--- src/rtl/init_sequencer_if.sv ---
// AXI-lite style master bus used by init_sequencer: write address/data/response and read address/data channels.
// Only the two low response bits are significant; the upper bits are carried for bus compatibility.
interface init_sequencer_if;
   logic [31:0] m_axi_awaddr;
   logic        m_axi_awvalid;
   logic        m_axi_awready;
   logic [31:0] m_axi_wdata;
   logic        m_axi_wvalid;
   logic        m_axi_wready;
   logic [7:0]  m_axi_bresp;
   logic        m_axi_bvalid;
   logic        m_axi_bready;
   logic [31:0] m_axi_araddr;
   logic        m_axi_arvalid;
   logic        m_axi_arready;
   logic [31:0] m_axi_rdata;
   logic [7:0]  m_axi_rresp;
   logic        m_axi_rvalid;
   logic        m_axi_rready;

   modport master (
      output m_axi_awaddr, m_axi_awvalid, input m_axi_awready,
      output m_axi_wdata, m_axi_wvalid, input m_axi_wready,
      input m_axi_bresp, m_axi_bvalid, output m_axi_bready,
      output m_axi_araddr, m_axi_arvalid, input m_axi_arready,
      input m_axi_rdata, m_axi_rresp, m_axi_rvalid, output m_axi_rready
   );

   modport slave (
      input m_axi_awaddr, m_axi_awvalid, output m_axi_awready,
      input m_axi_wdata, m_axi_wvalid, output m_axi_wready,
      output m_axi_bresp, m_axi_bvalid, input m_axi_bready,
      input m_axi_araddr, m_axi_arvalid, output m_axi_arready,
      output m_axi_rdata, m_axi_rresp, m_axi_rvalid, input m_axi_rready
   );
endinterface

--- src/rtl/init_sequencer.sv ---
// Table-driven register init sequencer: walks WRITE/POLL/WAIT/END steps over an AXI master bus.
// Define INIT_SEQ_POLL_TIMEOUT_EN to fail a POLL step after MAX_POLLS failed compares.
//
// state     | meaning
// ----------+-----------------------------------------------------------
// IDLE      | waiting for start
// FETCH     | latch table entry at idx, branch on op
// WR_REQ    | awvalid/wvalid outstanding until each is accepted
// WR_RESP   | bready high, waiting for write response
// RD_REQ    | arvalid high until accepted
// RD_RESP   | rready high, compare masked read data
// WAIT      | down-counting the delay loaded in FETCH
// FINISH    | one-cycle done pulse
module init_sequencer #(
   parameter int MAX_STEPS = 64,
   parameter int MAX_POLLS = 1024,
   localparam int IW = (MAX_STEPS > 1) ? $clog2(MAX_STEPS) : 1
) (
   input  logic            s_axi_clk,
   input  logic            s_axi_aresetn,
   input  logic            start,
   output logic            busy,
   output logic            done,
   output logic            error,
   output logic [IW-1:0]   err_idx,
   output logic [IW-1:0]   tbl_idx,
   input  logic [97:0]     tbl_entry,
   init_sequencer_if.master axi
);

   typedef enum logic [2:0] {
      S_IDLE, S_FETCH, S_WR_REQ, S_WR_RESP, S_RD_REQ, S_RD_RESP, S_WAIT, S_FINISH
   } state_t;

   localparam logic [1:0] OP_END   = 2'b00;
   localparam logic [1:0] OP_WRITE = 2'b01;
   localparam logic [1:0] OP_POLL  = 2'b10;
   localparam logic [IW-1:0] LAST_IDX = IW'(MAX_STEPS - 1);

   state_t        state, state_d;
   logic [IW-1:0] idx;
   logic          wrapped;
   logic [31:0]   addr_q, data_q, mask_q;
   logic [15:0]   wait_cnt;
   logic          aw_ok, w_ok, aw_hs, w_hs;
   logic          begin_run, latch_entry, step_adv, step_fail, poll_miss, poll_limit;
   logic [1:0]    op;
   logic          rd_match;

   assign op       = tbl_entry[97:96];
   assign rd_match = ((axi.m_axi_rdata & mask_q) == (data_q & mask_q));

`ifdef INIT_SEQ_POLL_TIMEOUT_EN
   localparam int PW = (MAX_POLLS > 1) ? $clog2(MAX_POLLS + 1) : 1;
   logic [PW-1:0] poll_cnt;
   logic          unused_cfg;

   assign poll_limit = (poll_cnt == PW'(MAX_POLLS - 1));
   assign unused_cfg = ^{axi.m_axi_bresp[7:2], axi.m_axi_rresp[7:2]};

   always_ff @(posedge s_axi_clk or negedge s_axi_aresetn) begin
      if (!s_axi_aresetn)    poll_cnt <= '0;
      else if (latch_entry)  poll_cnt <= '0;
      else if (poll_miss)    poll_cnt <= poll_cnt + 1'b1;
   end
`else
   logic unused_cfg;

   assign poll_limit = 1'b0;
   assign unused_cfg = ^{32'(MAX_POLLS), poll_miss, axi.m_axi_bresp[7:2], axi.m_axi_rresp[7:2]};
`endif

   assign axi.m_axi_awaddr  = addr_q;
   assign axi.m_axi_wdata   = data_q;
   assign axi.m_axi_araddr  = addr_q;
   assign axi.m_axi_awvalid = (state == S_WR_REQ) && !aw_ok;
   assign axi.m_axi_wvalid  = (state == S_WR_REQ) && !w_ok;
   assign axi.m_axi_bready  = (state == S_WR_RESP);
   assign axi.m_axi_arvalid = (state == S_RD_REQ);
   assign axi.m_axi_rready  = (state == S_RD_RESP);
   assign aw_hs             = axi.m_axi_awvalid && axi.m_axi_awready;
   assign w_hs              = axi.m_axi_wvalid && axi.m_axi_wready;

   assign busy    = (state != S_IDLE);
   assign done    = (state == S_FINISH);
   assign tbl_idx = idx;

   always_comb begin
      state_d     = state;
      begin_run   = 1'b0;
      latch_entry = 1'b0;
      step_adv    = 1'b0;
      step_fail   = 1'b0;
      poll_miss   = 1'b0;
      case (state)
         S_IDLE: begin
            if (start) begin
               begin_run = 1'b1;
               state_d   = S_FETCH;
            end
         end
         S_FETCH: begin
            latch_entry = 1'b1;
            if (wrapped || op == OP_END) state_d = S_FINISH;
            else if (op == OP_WRITE)     state_d = S_WR_REQ;
            else if (op == OP_POLL)      state_d = S_RD_REQ;
            else                         state_d = S_WAIT;
         end
         S_WR_REQ: begin
            if ((aw_ok || aw_hs) && (w_ok || w_hs)) state_d = S_WR_RESP;
         end
         S_WR_RESP: begin
            if (axi.m_axi_bvalid) begin
               if (axi.m_axi_bresp[1:0] != 2'b00) begin
                  step_fail = 1'b1;
                  state_d   = S_FINISH;
               end else begin
                  step_adv = 1'b1;
                  state_d  = S_FETCH;
               end
            end
         end
         S_RD_REQ: begin
            if (axi.m_axi_arready) state_d = S_RD_RESP;
         end
         S_RD_RESP: begin
            if (axi.m_axi_rvalid) begin
               if (axi.m_axi_rresp[1:0] != 2'b00 || (!rd_match && poll_limit)) begin
                  step_fail = 1'b1;
                  state_d   = S_FINISH;
               end else if (rd_match) begin
                  step_adv = 1'b1;
                  state_d  = S_FETCH;
               end else begin
                  poll_miss = 1'b1;
                  state_d   = S_RD_REQ;
               end
            end
         end
         S_WAIT: begin
            if (wait_cnt == 16'd0) begin
               step_adv = 1'b1;
               state_d  = S_FETCH;
            end
         end
         S_FINISH: state_d = S_IDLE;
         default:  state_d = S_IDLE;
      endcase
   end

   always_ff @(posedge s_axi_clk or negedge s_axi_aresetn) begin
      if (!s_axi_aresetn) begin
         state    <= S_IDLE;
         idx      <= '0;
         wrapped  <= 1'b0;
         error    <= 1'b0;
         err_idx  <= '0;
         addr_q   <= '0;
         data_q   <= '0;
         mask_q   <= '0;
         wait_cnt <= '0;
         aw_ok    <= 1'b0;
         w_ok     <= 1'b0;
      end else begin
         state <= state_d;
         if (begin_run) begin
            idx     <= '0;
            wrapped <= 1'b0;
            error   <= 1'b0;
            err_idx <= '0;
         end
         if (latch_entry) begin
            addr_q   <= tbl_entry[95:64];
            data_q   <= tbl_entry[63:32];
            mask_q   <= tbl_entry[31:0];
            wait_cnt <= tbl_entry[47:32];
            aw_ok    <= 1'b0;
            w_ok     <= 1'b0;
         end else begin
            if (aw_hs) aw_ok <= 1'b1;
            if (w_hs)  w_ok  <= 1'b1;
            if (state == S_WAIT && wait_cnt != 16'd0) wait_cnt <= wait_cnt - 16'd1;
         end
         // Completing the last table slot ends the run at the next FETCH.
         if (step_adv) begin
            if (idx == LAST_IDX) begin
               idx     <= '0;
               wrapped <= 1'b1;
            end else begin
               idx <= idx + 1'b1;
            end
         end
         if (step_fail) begin
            error   <= 1'b1;
            err_idx <= idx;
         end
      end
   end

endmodule
--- src/flat_wrapper.sv ---
// flat-port wrapper written by rule: the top's interface ports become plain ports
module init_sequencer_flat 
#(
   parameter int MAX_STEPS = 64,
   parameter int MAX_POLLS = 1024,
   localparam int IW = (MAX_STEPS > 1) ? $clog2(MAX_STEPS) : 1
)
  (s_axi_clk, s_axi_aresetn, start, busy, done, error, err_idx, tbl_idx, tbl_entry, axi_m_axi_awaddr, axi_m_axi_awvalid, axi_m_axi_awready, axi_m_axi_wdata, axi_m_axi_wvalid, axi_m_axi_wready, axi_m_axi_bresp, axi_m_axi_bvalid, axi_m_axi_bready, axi_m_axi_araddr, axi_m_axi_arvalid, axi_m_axi_arready, axi_m_axi_rdata, axi_m_axi_rresp, axi_m_axi_rvalid, axi_m_axi_rready);
  init_sequencer_if axi_i ();
  input  logic s_axi_clk;
  input  logic s_axi_aresetn;
  input  logic start;
  output logic busy;
  output logic done;
  output logic error;
  output logic [IW-1:0] err_idx;
  output logic [IW-1:0] tbl_idx;
  input  logic [97:0] tbl_entry;
  output wire logic [$bits(axi_i.m_axi_awaddr)-1:0] axi_m_axi_awaddr;
  output wire logic [$bits(axi_i.m_axi_awvalid)-1:0] axi_m_axi_awvalid;
  input wire logic [$bits(axi_i.m_axi_awready)-1:0] axi_m_axi_awready;
  output wire logic [$bits(axi_i.m_axi_wdata)-1:0] axi_m_axi_wdata;
  output wire logic [$bits(axi_i.m_axi_wvalid)-1:0] axi_m_axi_wvalid;
  input wire logic [$bits(axi_i.m_axi_wready)-1:0] axi_m_axi_wready;
  input wire logic [$bits(axi_i.m_axi_bresp)-1:0] axi_m_axi_bresp;
  input wire logic [$bits(axi_i.m_axi_bvalid)-1:0] axi_m_axi_bvalid;
  output wire logic [$bits(axi_i.m_axi_bready)-1:0] axi_m_axi_bready;
  output wire logic [$bits(axi_i.m_axi_araddr)-1:0] axi_m_axi_araddr;
  output wire logic [$bits(axi_i.m_axi_arvalid)-1:0] axi_m_axi_arvalid;
  input wire logic [$bits(axi_i.m_axi_arready)-1:0] axi_m_axi_arready;
  input wire logic [$bits(axi_i.m_axi_rdata)-1:0] axi_m_axi_rdata;
  input wire logic [$bits(axi_i.m_axi_rresp)-1:0] axi_m_axi_rresp;
  input wire logic [$bits(axi_i.m_axi_rvalid)-1:0] axi_m_axi_rvalid;
  output wire logic [$bits(axi_i.m_axi_rready)-1:0] axi_m_axi_rready;
  assign axi_m_axi_awaddr = axi_i.m_axi_awaddr;
  assign axi_m_axi_awvalid = axi_i.m_axi_awvalid;
  assign axi_i.m_axi_awready = axi_m_axi_awready;
  assign axi_m_axi_wdata = axi_i.m_axi_wdata;
  assign axi_m_axi_wvalid = axi_i.m_axi_wvalid;
  assign axi_i.m_axi_wready = axi_m_axi_wready;
  assign axi_i.m_axi_bresp = axi_m_axi_bresp;
  assign axi_i.m_axi_bvalid = axi_m_axi_bvalid;
  assign axi_m_axi_bready = axi_i.m_axi_bready;
  assign axi_m_axi_araddr = axi_i.m_axi_araddr;
  assign axi_m_axi_arvalid = axi_i.m_axi_arvalid;
  assign axi_i.m_axi_arready = axi_m_axi_arready;
  assign axi_i.m_axi_rdata = axi_m_axi_rdata;
  assign axi_i.m_axi_rresp = axi_m_axi_rresp;
  assign axi_i.m_axi_rvalid = axi_m_axi_rvalid;
  assign axi_m_axi_rready = axi_i.m_axi_rready;
  init_sequencer #(.MAX_STEPS(MAX_STEPS), .MAX_POLLS(MAX_POLLS)) u_core (.s_axi_clk(s_axi_clk), .s_axi_aresetn(s_axi_aresetn), .start(start), .busy(busy), .done(done), .error(error), .err_idx(err_idx), .tbl_idx(tbl_idx), .tbl_entry(tbl_entry), .axi(axi_i));
endmodule
--- config.mk ---
export PLATFORM = sky130hd
export DESIGN_NAME = init_sequencer_flat
export DESIGN_NICKNAME = d
export VERILOG_FILES = /design/src/rtl/init_sequencer_if.sv /design/src/rtl/init_sequencer.sv /design/src/flat_wrapper.sv
export SDC_FILE = /design/constraint.sdc
export NUM_CORES = 1
export LEC_CHECK = 0
export CAP_MARGIN = 15
export CORE_ASPECT_RATIO = 1.4
export CORE_MARGIN = 5
export CORE_UTILIZATION = 46
export CTS_BUF_LIST = sky130_fd_sc_hd__clkbuf_8 sky130_fd_sc_hd__clkbuf_16
export DETAILED_ROUTE_END_ITERATION = 6
export GPL_TIMING_DRIVEN = 0
export PLACE_DENSITY = 0.86
export SLEW_MARGIN = 15
export SYNTH_ARGS = -nofsm -noshare
export SYNTH_HDL_FRONTEND = slang
export SYNTH_SLANG_ARGS = --single-unit
--- constraint.sdc ---
create_clock -name s_axi_clk -period 4.1 [get_ports s_axi_clk]
set_clock_uncertainty 0.15 [all_clocks]
set_input_delay 1.025 -clock s_axi_clk [delete_from_list [all_inputs] [get_ports s_axi_clk]]
set_output_delay 1.025 -clock s_axi_clk [all_outputs]
set_load 0.01 [all_outputs]
==> results of run 1 <==
## worst max-delay path, stage by stage (launching register included)
cell and delay (ns):
dfrtp_1 0.33, clkbuf_1 0.33, clkbuf_1 0.34, nand2_1 0.11
nor2_1 0.10, clkdlybuf4s50_1 0.55
## metal layers
metal | global-route usage (%) | vias up
met4 | 10.7 | 0
li1 | - | 2830
met1 | 29.8 | 2856
met2 | 47.8 | 208
met5 | 0 | -
met3 | 5.02 | 42
## path summary, 6_finish.rpt
kind | startpoint | endpoint | slack (ns)
setup / recovery | u_core.state[1]$_DFFE_PN0P_ | axi_m_axi_wvalid | 0.74
hold / removal | u_core.mask_q[10]$_DFFE_PN0P_ | u_core.mask_q[10]$_DFFE_PN0P_ | 0.33
setup reg to reg | u_core.state[0]$_DFFE_PN0P_ | u_core.axi.m_axi_araddr[28]$_DFFE_PN0P_ | 1.37
hold reg to reg | u_core.mask_q[10]$_DFFE_PN0P_ | u_core.mask_q[10]$_DFFE_PN0P_ | 0.33
max in group asynchronous | s_axi_aresetn | u_core.mask_q[1]$_DFFE_PN0P_ | 2.62
min in group asynchronous | s_axi_aresetn | u_core.wait_cnt[0]$_DFFE_PN0P_ | 0.39
## power by group
group          total (uW)  switching, uW  internal [uW]  leakage, uW
clock network        1660            587           1070     0.000310
registers            2520            585           1930      0.00162
logic                3610           1760           1840      0.00255
## sequential cells by signal (all words and copies together) (netlist names)
register,count
u_core.axi.m_axi_araddr,32
u_core.axi.m_axi_wdata,32
u_core.mask_q,32
u_core.wait_cnt,16
u_core.err_idx,6
u_core.tbl_idx,6
u_core.state,3
u_core.aw_ok,1
u_core.error,1
u_core.w_ok,1
u_core.wrapped,1
## placed cells by master, fill, tap and decap left out, types with 5 or more instances in the layout
cell type,count
clkbuf_16,17
dfrtp_1,131
nand4_1,6
a21oi_1,7
o21ai_1,11
clkbuf_1,31
buf_4,32
nand2_1,311
nor2_1,12
o21ai_0,22
nand3_1,17
xnor2_1,8
nor2b_1,5
bufinv_16,5
clkdlybuf4s50_1,256
xor2_1,37
inv_1,7
a22oi_1,16
## cell usage after synthesis, drive strengths merged
master | instances | area, um2
nand3b | 4 | 30.0
nor2 | 13 | 56.3
o31ai | 2 | 15.0
mux2i | 1 | 10.0
nand4 | 7 | 50.1
clkbuf | 31 | 116
dfrtp | 131 | 3280
nand2b | 1 | 6.26
a31oi | 3 | 25.0
o32a | 1 | 10.0
nand4b | 2 | 17.5
and2 | 2 | 12.5
nand2 | 313 | 1180
and3 | 3 | 18.8
nor2b | 5 | 31.3
o31a | 1 | 8.76
xnor2 | 8 | 70.1
or4 | 3 | 26.3
a21o | 1 | 7.51
a22oi | 16 | 120
nor3b | 4 | 35.0
nor4b | 2 | 17.5
ha | 2 | 25.0
buf | 34 | 256
a21oi | 7 | 35.0
a22o | 1 | 8.76
o211ai | 1 | 7.51
o221ai | 1 | 8.76
o311ai | 1 | 8.76
or2 | 1 | 6.26
nor4 | 4 | 61.3
a31o | 2 | 26.3
inv | 6 | 22.5
o21ai | 34 | 174
o22a | 1 | 8.76
nand3 | 17 | 85.1
xor2 | 37 | 324
or3 | 4 | 26.3
nor3 | 4 | 20.0
## cell families after synthesis
family,after synthesis
simple gates,389
flops,131
compound gates,72
buf+inv,71
xor+xnor,45
fa+ha+maj,2
mux,1
## area by class of cell
type	instances	area, um2	share of cell area, %
flip-flops and latches	131	3280	33.7
repair buffers	258	2600	26.8
multi-input cells	509	2570	26.5
clock buffers	17	425	4.38
plain buffers	65	373	3.84
well taps	182	228	2.34
clock inverters	14	214	2.20
inverters	6	22.5	0.232
## stage by stage
stage               hold slack (ns)  area [um2]
finish                        0.326        9720
global route                  0.350        9720
CTS                           0.328        9720
detailed placement            0.313        9080
global placement              0.307        9050
floorplan                     0.296        6250
==> results_dict.tcl, run 1 <==
set metrics [dict create \
    status "finished, final reports clean" \
    post_cts_resized 0 \
    rsz0062_at_grt "false" \
    post-route-util_pct 72.9 \
    crit_fanout 10 \
    via_per_inst 5.02 \
    cp_data_required_time_ns 2.92 \
    max_freq_mhz 297 \
    nFillCells 982 \
    antenna_found_initial 0 \
    overflow 0 \
    first_global_vias 6163 \
    synth_nets 867 \
    layout-drive-gt1-share_pct 8.10 \
    top_layer "met4" \
    holdPathStages 2 \
    wl_met1_um 7670 \
    synth_top_family_by_area "simple AND/OR/NAND/NOR gates" \
    clkLatencyLatePin_ns 0.42 \
    dr_wl_met2_um 11400 \
    grt.total_usage_pct 26.3 \
    cts_made_buffers 17 \
    yosys_warnings 0 \
    critPathArrivalTime_ns 2.19 \
    core_um2 13300 \
    worst_pin_slew_ns 0.654 \
    dp_slack_ns 0.509 \
    setup-violations-final 0 \
    vias 5936 \
    synth_compound_gate_area_share_pct 7.43 \
    portBuffers 257 \
    period_minus_slack_ns 3.36 \
    dieArea_um2 16000 \
    h-tree-depth 4 \
    die_h_um 148 \
    ys_seq_area_share_pct 52.5 \
    synthMuxAreaShare_pct 0.160 \
    power.static_leakage_uw 0.00448 \
    drc_errors 0 \
    endpoint_kind "output port" \
    rows 50 \
    grt_max_degree 85 \
    slew_headroom_pct 56.4 \
    reg2reg_depth 8 \
    max_cap_violations 0 \
    powerDensity_nw_per_um2 802 \
    synth_cell_types 53 \
    yosys.area_share.adder_pct 0.401 \
    avgSynthCellArea_um2 8.79 \
    syn2layout_area_growth_pct 55.5 \
    stdcell_count 1182 \
    clk_path_buf_depth 2 \
    fin_ws_ns 0.738 \
    antenna_cells 0 \
    tritoncts "yes" \
    hp-class "reg2reg" \
    grt_pass1_wl_um 32400 \
    clk_pin_slew_ns 0.06 \
    cts_setup_buffers 0 \
    io_pins 270 \
    syn_area_um2 6250 \
    power_uw 7790 \
    ant_nets 0 \
    ir_worst_vdd_mv 0.505 \
    synthSimpleGateAreaFrac_pct 26.9 \
    final.period_utilization_pct 82.0 \
    die_w_um 108 \
    dp.cells 1151 \
    synthCells 711 \
    drv_slew 0 \
    hold_viol_final 0 \
    met3_length_um 1160 \
    drt_iter0_markers 214 \
    synth_xor_area_share_pct 6.31 \
    clock_sinks 131 \
    cts-root-buf "clkbuf_16" \
    worst_setup_path_start_kind "register" \
    gp_congestion 0.881 \
    routedWlPerCell_um 17.7 \
    postCtsHoldBufs 0 \
    crit_type "reg2out" \
    dr.pass1.iters 5 \
    tns_ns 0 \
    synth-seq-cells 131 \
    nets 1144 \
    routed_wl_um 20900 \
    floorplan.initialDensity_pct 46.9 \
    dpl.hpwl_um 15800 \
]
(Power assumes the default switching activity.)
==> run 2, diff against run 1 <==
CORE_UTILIZATION = 39   (was 46)
PLACE_DENSITY = 0.78   (was 0.86)
clock period = 2.9 ns   (was 4.1 ns; I/O delays follow)
==> run 2 against run 1 <==
Compared with the run above: clock-buffer cell count up 1; flip-flop and latch count unchanged; total power grew 40%; final cell count increased by 1.4%; register-to-register slack got worse by 1.1 ns; critical path depth increased by 5; critical path type is now in2reg; critical endpoint is now u_core.tbl_idx[4]$_DFFE_PN0P_; largest power group unchanged.
==> results_dict.tcl, run 2 (same netlist as run 1, synthesis figures left out) <==
set metrics [dict create \
    layout_commonest_cell "nand2_1" \
    dr.pass1.iters 4 \
    drc_errors 0 \
    overflow 0 \
    seqCellArea_um2 3280 \
    hold_viol_final 0 \
    max_cap_violations 0 \
    gr-usage-met2_pct 39.4 \
    vias 5754 \
    grt_max_degree 70 \
    core_um2 15700 \
    dieArea_um2 18700 \
    cts_made_buffers 17 \
    cp_data_required_time_ns 3.10 \
    nets 1146 \
    max_freq_mhz 355 \
    critPathArrivalTime_ns 3.01 \
    tns_ns 0 \
    clkLatencyLatePin_ns 0.41 \
    final_cell_mix "nand2_1, clkdlybuf4s50_1, dfrtp_1" \
    final.period_utilization_pct 97.0 \
    clock_sinks 131 \
    endpoint_kind "register" \
    routed_wl_um 20600 \
    routedWlPerCell_um 17.2 \
    rsz0062_at_grt "false" \
    cts-root-buf "clkbuf_16" \
    gp_congestion 0.869 \
    syn2layout_area_growth_pct 56.1 \
    dpl.hpwl_um 15900 \
    antenna_found_initial 0 \
    via_per_inst 4.80 \
    period_minus_slack_ns 2.81 \
    ir_worst_vdd_mv 0.697 \
    hp-class "in2async" \
    clk_pin_slew_ns 0.06 \
    holdWs_ns 0.146 \
    status "finished, final reports clean" \
    clk_path_buf_depth 2 \
    grt.total_usage_pct 22.2 \
    ant_nets 0 \
    die_h_um 160 \
    crit_type "in2reg" \
    nFillCells 1367 \
    powerDensity_nw_per_um2 1120 \
    floorplan.initialDensity_pct 39.9 \
    die_w_um 117 \
    setup-violations-final 0 \
    rows 54 \
    worst_pin_slew_ns 0.643 \
    io_pins 270 \
    first_global_vias 5983 \
    crit_fanout 10 \
    portBuffers 257 \
    antenna_cells 0 \
    use_met1_pct 26.2 \
    top_usage_layer "met2" \
    power.static_leakage_uw 0.00452 \
    grt_pass1_wl_um 32000 \
    h-tree-depth 4 \
    layout-drive-gt1-share_pct 9.07 \
    multiInputGateArea_um2 2570 \
    slew_headroom_pct 57.1 \
    drv_slew 0 \
    drt_iter0_markers 413 \
    met3_usage_pct 5.23 \
    worst_setup_path_start_kind "input port" \
    tritoncts "yes" \
]
-- run 2: final cells by class --
| class | instances | share of cell area, % |
|---|---|---|
| Buffer | 63 | 3.79 |
| Multi-Input combinational cell | 509 | 26.4 |
| Timing Repair Buffer | 262 | 27.0 |
| Clock inverter | 14 | 1.91 |
| Inverter | 6 | 0.231 |
| Clock buffer | 18 | 4.50 |
| Sequential cell | 131 | 33.6 |
| Tap cell | 196 | 2.52 |
-- run 2: critical path, stage by stage --
cell and delay, ns:
clkdlybuf4s50_1 0.41, xor2_1 0.17, a22oi_1 0.29, nand4_1 0.25, nor4_4 0.31, buf_4 0.17
a31oi_1 0.11, buf_6 0.17, or3_1 0.30, nand3_1 0.09
-- run 2: power by group --
group / total [uW] / internal (uW) / switching, uW
sequential: 3570 / 2740 / 833
combinational: 5080 / 2630 / 2450
clock: 2270 / 1460 / 816
total: 10900 / 6830 / 4090
-- run 2: final timing paths --
path / start / endpoint / slack (ns) / cells after the start
setup / recovery: axi_m_axi_rdata[20] / u_core.tbl_idx[4]$_DFFE_PN0P_ / 0.09 / 10
hold / removal: s_axi_aresetn / u_core.wait_cnt[0]$_DFFE_PN0P_ / 0.15 / 1
setup reg to reg: u_core.wait_cnt[0]$_DFFE_PN0P_ / u_core.wait_cnt[15]$_DFFE_PN0P_ / 0.26 / 9
hold reg to reg: u_core.mask_q[13]$_DFFE_PN0P_ / u_core.mask_q[13]$_DFFE_PN0P_ / 0.33 / 2
max in group asynchronous: s_axi_aresetn / u_core.err_idx[0]$_DFFE_PN0P_ / 1.68 / 2
min in group s_axi_clk: u_core.mask_q[13]$_DFFE_PN0P_ / u_core.mask_q[13]$_DFFE_PN0P_ / 0.33 / 2
-- run 2: what timing repair did --
item                                   4_1_cts  5_1_grt
pin swaps                                    0        1
resized for setup                            2        6
setup endpoints to repair                    4        5
hold buffers                                 0        0
endpoints found under the hold margin        0        0
cloned                                       0        0
buffers inserted                             0        4
-- run 2: through the flow --
step	util (%)	power, uW	cells	setup WS (ns)	area, um2
after floorplan	-	6020	711	0.476	6250
after global placement	57.8	8530	1164	-4.35	9060
after detailed placement	58.0	8680	1165	-0.395	9090
after CTS	62.0	11000	1195	0.0360	9710
after global routing	62.2	11700	1199	0.00261	9750
final	62.2	10900	1199	0.0862	9750
-- run 2: per-layer routing --
| metal | vias up | part of all wire, % | routed length, um |
|---|---|---|---|
| li1 | 2836 | - | - |
| met1 | 2728 | 39 | 7960 |
| met2 | 165 | 54 | 11100 |
| met3 | 25 | 5.3 | 1090 |
| met4 | 0 | 2.0 | 415 |
| met5 | - | 0 | 0 |
